### config.mk
export PLATFORM = sky130hd
export DESIGN_NAME = morse_symbol_decoder
export DESIGN_NICKNAME = d
export VERILOG_FILES = /design/src/rtl/morse_pkg.sv /design/src/rtl/morse_lut.sv /design/src/rtl/morse_symbol_decoder.sv
export SDC_FILE = /design/constraint.sdc
export NUM_CORES = 1
export LEC_CHECK = 0
export BUFFER_PORTS_ARGS = -buffer_cell sky130_fd_sc_hd__buf_2
export CORE_ASPECT_RATIO = 1.2
export CORE_UTILIZATION = 50
export CTS_CLUSTER_SIZE = 30
export DETAILED_ROUTE_END_ITERATION = 16
export HOLD_SLACK_MARGIN = 0.06
export PLACE_DENSITY = 0.7
export SLEW_MARGIN = 20
export SYNTH_ARGS = -nofsm -noshare
export SYNTH_HDL_FRONTEND = slang
export SYNTH_SLANG_ARGS = --single-unit
### constraint.sdc
create_clock -name iCLK -period 4.2 [get_ports iCLK]
set_input_delay 0.21 -clock iCLK [delete_from_list [all_inputs] [get_ports iCLK]]
set_output_delay 0.21 -clock iCLK [all_outputs]
set_load 0.02 [all_outputs]
### src/rtl/morse_pkg.sv
// Shared definitions for the Morse receive front end: seg7alp alphabet
// codes, the decoder FSM state type and the all-blank display word.
package morse_pkg;

    localparam logic [4:0]  CODE_A     = 5'd0;
    localparam logic [4:0]  CODE_ERR   = 5'd30;
    localparam logic [4:0]  CODE_BLANK = 5'd31;
    localparam logic [19:0] WORD_BLANK = {4{CODE_BLANK}};

    typedef enum logic [1:0] {
        ST_IDLE,
        ST_PRESS,
        ST_GAP,
        ST_COMMIT
    } state_e;

endpackage

### src/rtl/morse_lut.sv
// Combinational Morse pattern lookup. Pattern holds the first symbol in
// bit 3 (1 = dash); bits below the current length are ignored.
module morse_lut
    import morse_pkg::*;
(
    input  logic [3:0] pattern_i,
    input  logic [2:0] len_i,
    output logic [4:0] code_o
);

    // Map {length, pattern} to an alphabet code, ERR for anything unlisted.
    always_comb begin
        code_o = CODE_ERR;
        casez ({len_i, pattern_i})
            7'b001_0???: code_o = CODE_A + 5'd4;   // E
            7'b001_1???: code_o = CODE_A + 5'd19;  // T
            7'b010_00??: code_o = CODE_A + 5'd8;   // I
            7'b010_01??: code_o = CODE_A + 5'd0;   // A
            7'b010_10??: code_o = CODE_A + 5'd13;  // N
            7'b010_11??: code_o = CODE_A + 5'd12;  // M
            7'b011_000?: code_o = CODE_A + 5'd18;  // S
            7'b011_001?: code_o = CODE_A + 5'd20;  // U
            7'b011_010?: code_o = CODE_A + 5'd17;  // R
            7'b011_011?: code_o = CODE_A + 5'd22;  // W
            7'b011_100?: code_o = CODE_A + 5'd3;   // D
            7'b011_101?: code_o = CODE_A + 5'd10;  // K
            7'b011_110?: code_o = CODE_A + 5'd6;   // G
            7'b011_111?: code_o = CODE_A + 5'd14;  // O
            7'b100_0000: code_o = CODE_A + 5'd7;   // H
            7'b100_0001: code_o = CODE_A + 5'd21;  // V
            7'b100_0010: code_o = CODE_A + 5'd5;   // F
            7'b100_0100: code_o = CODE_A + 5'd11;  // L
            7'b100_0110: code_o = CODE_A + 5'd15;  // P
            7'b100_0111: code_o = CODE_A + 5'd9;   // J
            7'b100_1000: code_o = CODE_A + 5'd1;   // B
            7'b100_1001: code_o = CODE_A + 5'd23;  // X
            7'b100_1010: code_o = CODE_A + 5'd2;   // C
            7'b100_1011: code_o = CODE_A + 5'd24;  // Y
            7'b100_1100: code_o = CODE_A + 5'd25;  // Z
            7'b100_1101: code_o = CODE_A + 5'd16;  // Q
            default:     code_o = CODE_ERR;
        endcase
    end

endmodule

### src/rtl/morse_symbol_decoder.sv
// Telegraph key to alphabet decoder. Times presses and gaps in units of
// TICK_DIV cycles, classifies dot/dash, commits letters into a 4-character
// display word. Optional key debouncer is compiled in with MORSE_DEBOUNCE_EN.
//
//   state     | meaning
//   ----------+-----------------------------------------------------------
//   ST_IDLE   | no letter in progress, waiting for a press
//   ST_PRESS  | key down, timing the press
//   ST_GAP    | key up with symbols pending, timing the gap
//   ST_COMMIT | one cycle: look up pattern, shift code into display word
module morse_symbol_decoder
    import morse_pkg::*;
#(
    parameter int TICK_DIV   = 50_000,
    parameter int DASH_MIN   = 3,
    parameter int LETTER_GAP = 3,
    parameter int DEB_CYCLES = 250_000
) (
    input  logic        iCLK,
    input  logic        rst,
    input  logic        wKEY,
    input  logic        en,
    input  logic        clr,
    output logic [19:0] wcount,
    output logic [4:0]  letter,
    output logic        letter_valid,
    output logic [2:0]  sym_count,
    output logic        key_led
);

    localparam int             TW     = $clog2(TICK_DIV);
    localparam logic [TW-1:0]  TMAX   = TW'(TICK_DIV - 1);
    localparam logic [7:0]     DASH_U = 8'(DASH_MIN);
    localparam logic [7:0]     LG_U   = 8'(LETTER_GAP);

    if (TICK_DIV < 2) begin : g_bad_tick_div
        $error("TICK_DIV must be at least 2");
    end
    if (LETTER_GAP < 1) begin : g_bad_letter_gap
        $error("LETTER_GAP must be at least 1");
    end
    if (DEB_CYCLES < 1) begin : g_bad_deb_cycles
        $error("DEB_CYCLES must be at least 1");
    end

    logic          sync1_q, sync2_q;
    logic          kd, kd_q, kd_edge, tick, commit;
    logic [TW-1:0] tmr_q, tmr_d;
    logic [7:0]    run_q, run_d;
    logic [3:0]    pat_q, pat_d;
    logic [2:0]    sym_q, sym_d;
    logic          ovf_q, ovf_d;
    state_e        state_q, state_d;
    logic [19:0]   wcount_q, wcount_d;
    logic [4:0]    letter_q, letter_d;
    logic          valid_q;
    logic [4:0]    lut_code, commit_code;

    // Two-flop synchronizer; reset to "released" so key_led starts low.
    always_ff @(posedge iCLK) begin
        if (!rst) begin
            sync1_q <= 1'b1;
            sync2_q <= 1'b1;
        end else begin
            sync1_q <= wKEY;
            sync2_q <= sync1_q;
        end
    end

`ifdef MORSE_DEBOUNCE_EN
    localparam int            DW   = $clog2(DEB_CYCLES + 1);
    localparam logic [DW-1:0] DTOP = DW'(DEB_CYCLES - 1);

    logic [DW-1:0] deb_q;
    logic          key_stable_q;

    // Down-counter reloads while the level agrees; accepts a new level
    // only after DEB_CYCLES consecutive disagreeing cycles.
    always_ff @(posedge iCLK) begin
        if (!rst) begin
            deb_q        <= DTOP;
            key_stable_q <= 1'b1;
        end else if (sync2_q == key_stable_q) begin
            deb_q <= DTOP;
        end else if (deb_q == '0) begin
            deb_q        <= DTOP;
            key_stable_q <= sync2_q;
        end else begin
            deb_q <= deb_q - 1'b1;
        end
    end

    assign kd = ~key_stable_q;
`else
    assign kd = ~sync2_q;
`endif

    assign kd_edge = kd ^ kd_q;
    assign tick    = en && !kd_edge && (tmr_q == TMAX);
    assign tmr_d   = (!en || kd_edge || tmr_q == TMAX) ? '0 : tmr_q + 1'b1;

    morse_lut u_lut (
        .pattern_i (pat_q),
        .len_i     (sym_q),
        .code_o    (lut_code)
    );

    assign commit_code = ovf_q ? CODE_ERR : lut_code;

    // Next-state logic for the FSM and its symbol/run counters.
    always_comb begin
        state_d = state_q;
        run_d   = (tick && run_q != 8'hFF) ? run_q + 8'd1 : run_q;
        pat_d   = pat_q;
        sym_d   = sym_q;
        ovf_d   = ovf_q;
        commit  = 1'b0;
        case (state_q)
            ST_IDLE: begin
                if (kd) begin
                    state_d = ST_PRESS;
                    run_d   = '0;
                end
            end
            ST_PRESS: begin
                if (!kd) begin
                    run_d = '0;
                    if (run_q == 8'd0) begin
                        state_d = (sym_q == 3'd0) ? ST_IDLE : ST_GAP;
                    end else begin
                        state_d = ST_GAP;
                        if (sym_q < 3'd4) begin
                            if (run_q >= DASH_U) pat_d = pat_q | (4'b1000 >> sym_q);
                        end else begin
                            ovf_d = 1'b1;
                        end
                        if (sym_q != 3'd7) sym_d = sym_q + 3'd1;
                    end
                end
            end
            ST_GAP: begin
                if (kd) begin
                    state_d = ST_PRESS;
                    run_d   = '0;
                end else if (run_d >= LG_U) begin
                    state_d = ST_COMMIT;
                end
            end
            ST_COMMIT: begin
                commit  = 1'b1;
                pat_d   = '0;
                sym_d   = '0;
                ovf_d   = 1'b0;
                run_d   = '0;
                state_d = kd ? ST_PRESS : ST_IDLE;
            end
            default: state_d = ST_IDLE;
        endcase
        if (!en) begin
            state_d = ST_IDLE;
            run_d   = '0;
            pat_d   = '0;
            sym_d   = '0;
            ovf_d   = 1'b0;
            commit  = 1'b0;
        end
    end

    // Display word and last-letter update; clear beats a same-cycle commit.
    always_comb begin
        wcount_d = wcount_q;
        letter_d = letter_q;
        if (commit) begin
            wcount_d = {wcount_q[14:0], commit_code};
            letter_d = commit_code;
        end
        if (clr) wcount_d = WORD_BLANK;
    end

    // State and datapath registers.
    always_ff @(posedge iCLK) begin
        if (!rst) begin
            state_q  <= ST_IDLE;
            kd_q     <= 1'b0;
            tmr_q    <= '0;
            run_q    <= '0;
            pat_q    <= '0;
            sym_q    <= '0;
            ovf_q    <= 1'b0;
            wcount_q <= WORD_BLANK;
            letter_q <= CODE_BLANK;
            valid_q  <= 1'b0;
        end else begin
            state_q  <= state_d;
            kd_q     <= kd;
            tmr_q    <= tmr_d;
            run_q    <= run_d;
            pat_q    <= pat_d;
            sym_q    <= sym_d;
            ovf_q    <= ovf_d;
            wcount_q <= wcount_d;
            letter_q <= letter_d;
            valid_q  <= commit;
        end
    end

    assign wcount       = wcount_q;
    assign letter       = letter_q;
    assign letter_valid = valid_q;
    assign sym_count    = sym_q;
    assign key_led      = kd;

endmodule
==> qor.yml <==
pwr:
  combPwrFrac: 0.020
  p_sw_frac: 0.230
  p_per_area_nw_per_um2: 336
  power_frac_seq: 0.526
  net-switching-power_mw: 0.262
  p_clk_frac: 0.454
  vdd_ir_drop_max_uv: 183
  p_int_mw: 0.880
  leakage_nw: 1.39
timing:
  whs_ps: 74.2
  tns_ps: 0
  worst_pin_slew_ps: 1030
  max_slew_margin: 0.313
  hold_violations: 0
  finalSetupViolCount: 0
  drv_slew: 0
  period_share: 0.494
  finClkSkew_ps: 10.2
  timing.fmax_ghz: 0.482
  rsz0062_at_grt: "false"
  fin_crit_ps: 2070
layout:
  drive_above_1_share: 0.164
  stdcell_area_um2: 3400
  final_nets: 405
  layout_commonest_cell: "dfxtp_1"
  final_cells: 476
  diodes: 0
  layout_common_cells: "dfxtp_1, nand2_1, nor2_1, nand3_1, buf_2"
  syn_to_final_growth_pct: 13.2
route:
  dr.pass1.iters: 4
  drt_iter0_drc: 210
  drt-wirelength-per-cell_um: 13.0
  vias_per_cell: 5.40
  drc: 0
  wl_mm: 6.19
  ant_nets: 0
  vias: 2569
clock_tree:
  cts_setup_buffers: 0
  cts_resized: 0
  ctsHoldBuffers: 0
  h-tree-depth: 3
  path_clk_slew_ps: 70
  cts_buffers: 9
  cts-root-buf: "clkbuf_8"
  cts_buffer_depth: 2
  clock-sinks: 63
  insertion_delay_ps: 340
  cts_tree: "yes"
yosys:
  synth_top_area_share: 0.420
  syn_area_um2: 3010
  synth_area_leaders: "dfxtp_1, nand2_1, nand3_1"
  yosys_warnings: 0
  synth.distinct_cells: 53
  synthArstFlopShare: 0
  avgSynthCellArea_um2: 8.26
  yosys.area.top_type: "dfxtp_1"
  synth_edf_count: 0
  yosysSeqAreaShare: 0.420
  syn_nets: 378
  synth_seq_cells: 63
  ys.flop_type: "dfxtp_1"
  syn_inst: 364
grt:
  overflow: 0
  grt_max_degree: 30
  gr-usage-all-layers: 0.213
  grt_pass1_vias: 2314
  antenna_found_initial: 0
  grt_pass1_wl_mm: 10.3
worst_setup_path:
  cp_max_fo: 10
  worstSetupPathType: "flop to flop"
  required_ps: 4480
  critPathCaptureType: "flop"
  startpoint_type: "flop"
  arrival_ps: 2360
die:
  dieArea_um2: 6330
  die_w_um: 72.8
  core_um2: 5740
  die_h_um: 86.9
  rows: 30
  io_pins: 35
  start_util: 0.523
place:
  placed_cell_area_um2: 3200
  hpwl_mm: 4.34
  portBuffers: 34
  place_congestion: 0.893
  place_inst: 460
run_status:
  status: "complete, no violations"
worst_hold_path:
  hp-class: "input port to flop"
run:
  drv_cap: 0
## final cells by class
type | count | area, um^2
Multi-Input combinational cell | 269 | 1620
Sequential cell | 63 | 1260
Inverter | 13 | 48.8
Clock buffer | 9 | 124
Timing Repair Buffer | 35 | 178
Fill cell | 538 | 2340
Tap cell | 80 | 100
Clock inverter | 7 | 73.8
## layer usage
layer,wire length [um],vias up,track usage,share of wire
li1,-,1314,-,-
met2,2930,44,0.341,0.47
met1,2920,1195,0.265,0.47
met3,201,16,0.0544,0.032
met4,139,0,0.103,0.022
met5,0,-,0,0
## state kept, by name, indices dropped and copies added, names as in the netlist
signal and count:
kd_q 1, letter 5, letter_valid 1, ovf_q 1
pat_q 4, run_q 8, state_q 2, sym_count 3
sync1_q 1, sync2_q 1, tmr_q 16, wcount 20
## power groups by stage
stage               combinational [mW]  clock, mW  sequential (mW)
finish                          0.0232      0.518            0.601
detailed placement              0.0232          0            0.614
floorplan                       0.0156          0            0.614
global route                    0.0263      0.560            0.600
global placement                0.0234          0            0.614
CTS                             0.0233      0.533            0.600
## final timing paths
path	start	endpoint	slack, ps	cells after the start
setup / recovery	sym_count[1]	letter[2]	2130	8
hold / removal	wKEY	sync1_q	70	2
setup reg to reg	sym_count[1]	letter[2]	2130	8
hold reg to reg	sync1_q	sync2_q	410	1
## cells in the mapped netlist (4+ instances only)
library cell,count
dfxtp_1,63
nand2_1,51
nor2_1,42
nand3_1,38
a21oi_1,16
clkbuf_1,15
inv_1,13
xnor2_1,10
xor2_1,10
ha_1,9
o21ai_0,9
nand4_1,7
a31oi_1,6
nor2b_1,6
nor3_1,6
and3_1,5
nand2b_1,5
nor4_1,4
## worst max-delay path, stage by stage (launching register included)
cell,delay (ps)
dfxtp_1,550
inv_1,170
ha_1,260
nand2_1,130
a221o_1,120
o21ai_0,140
o221a_2,350
a31o_2,210
nand3_1,80
## cells by family after synthesis
kind of cell / count (synthesis) / share of synthesized area
AO/OA/AOI/OAI: 53 / 0.117
multiplexers: 4 / 0.0137
AND/OR/NAND/NOR: 183 / 0.311
adder cells (fa/ha/maj): 9 / 0.0375
XOR/XNOR: 20 / 0.0583
flip-flops: 63 / 0.420
buffers and inverters: 32 / 0.0425
## stage by stage
stage           util  setup slack [ps]  power, mW
3_5_place_dp   0.558              2140      0.638
6_report       0.592              2130       1.14
5_1_grt        0.592              1960       1.19
4_1_cts        0.592              2120       1.16
3_3_place_gp   0.558              2190      0.638
2_1_floorplan      -              2260      0.630
Note: power is estimated with default switching activity, not from simulation.
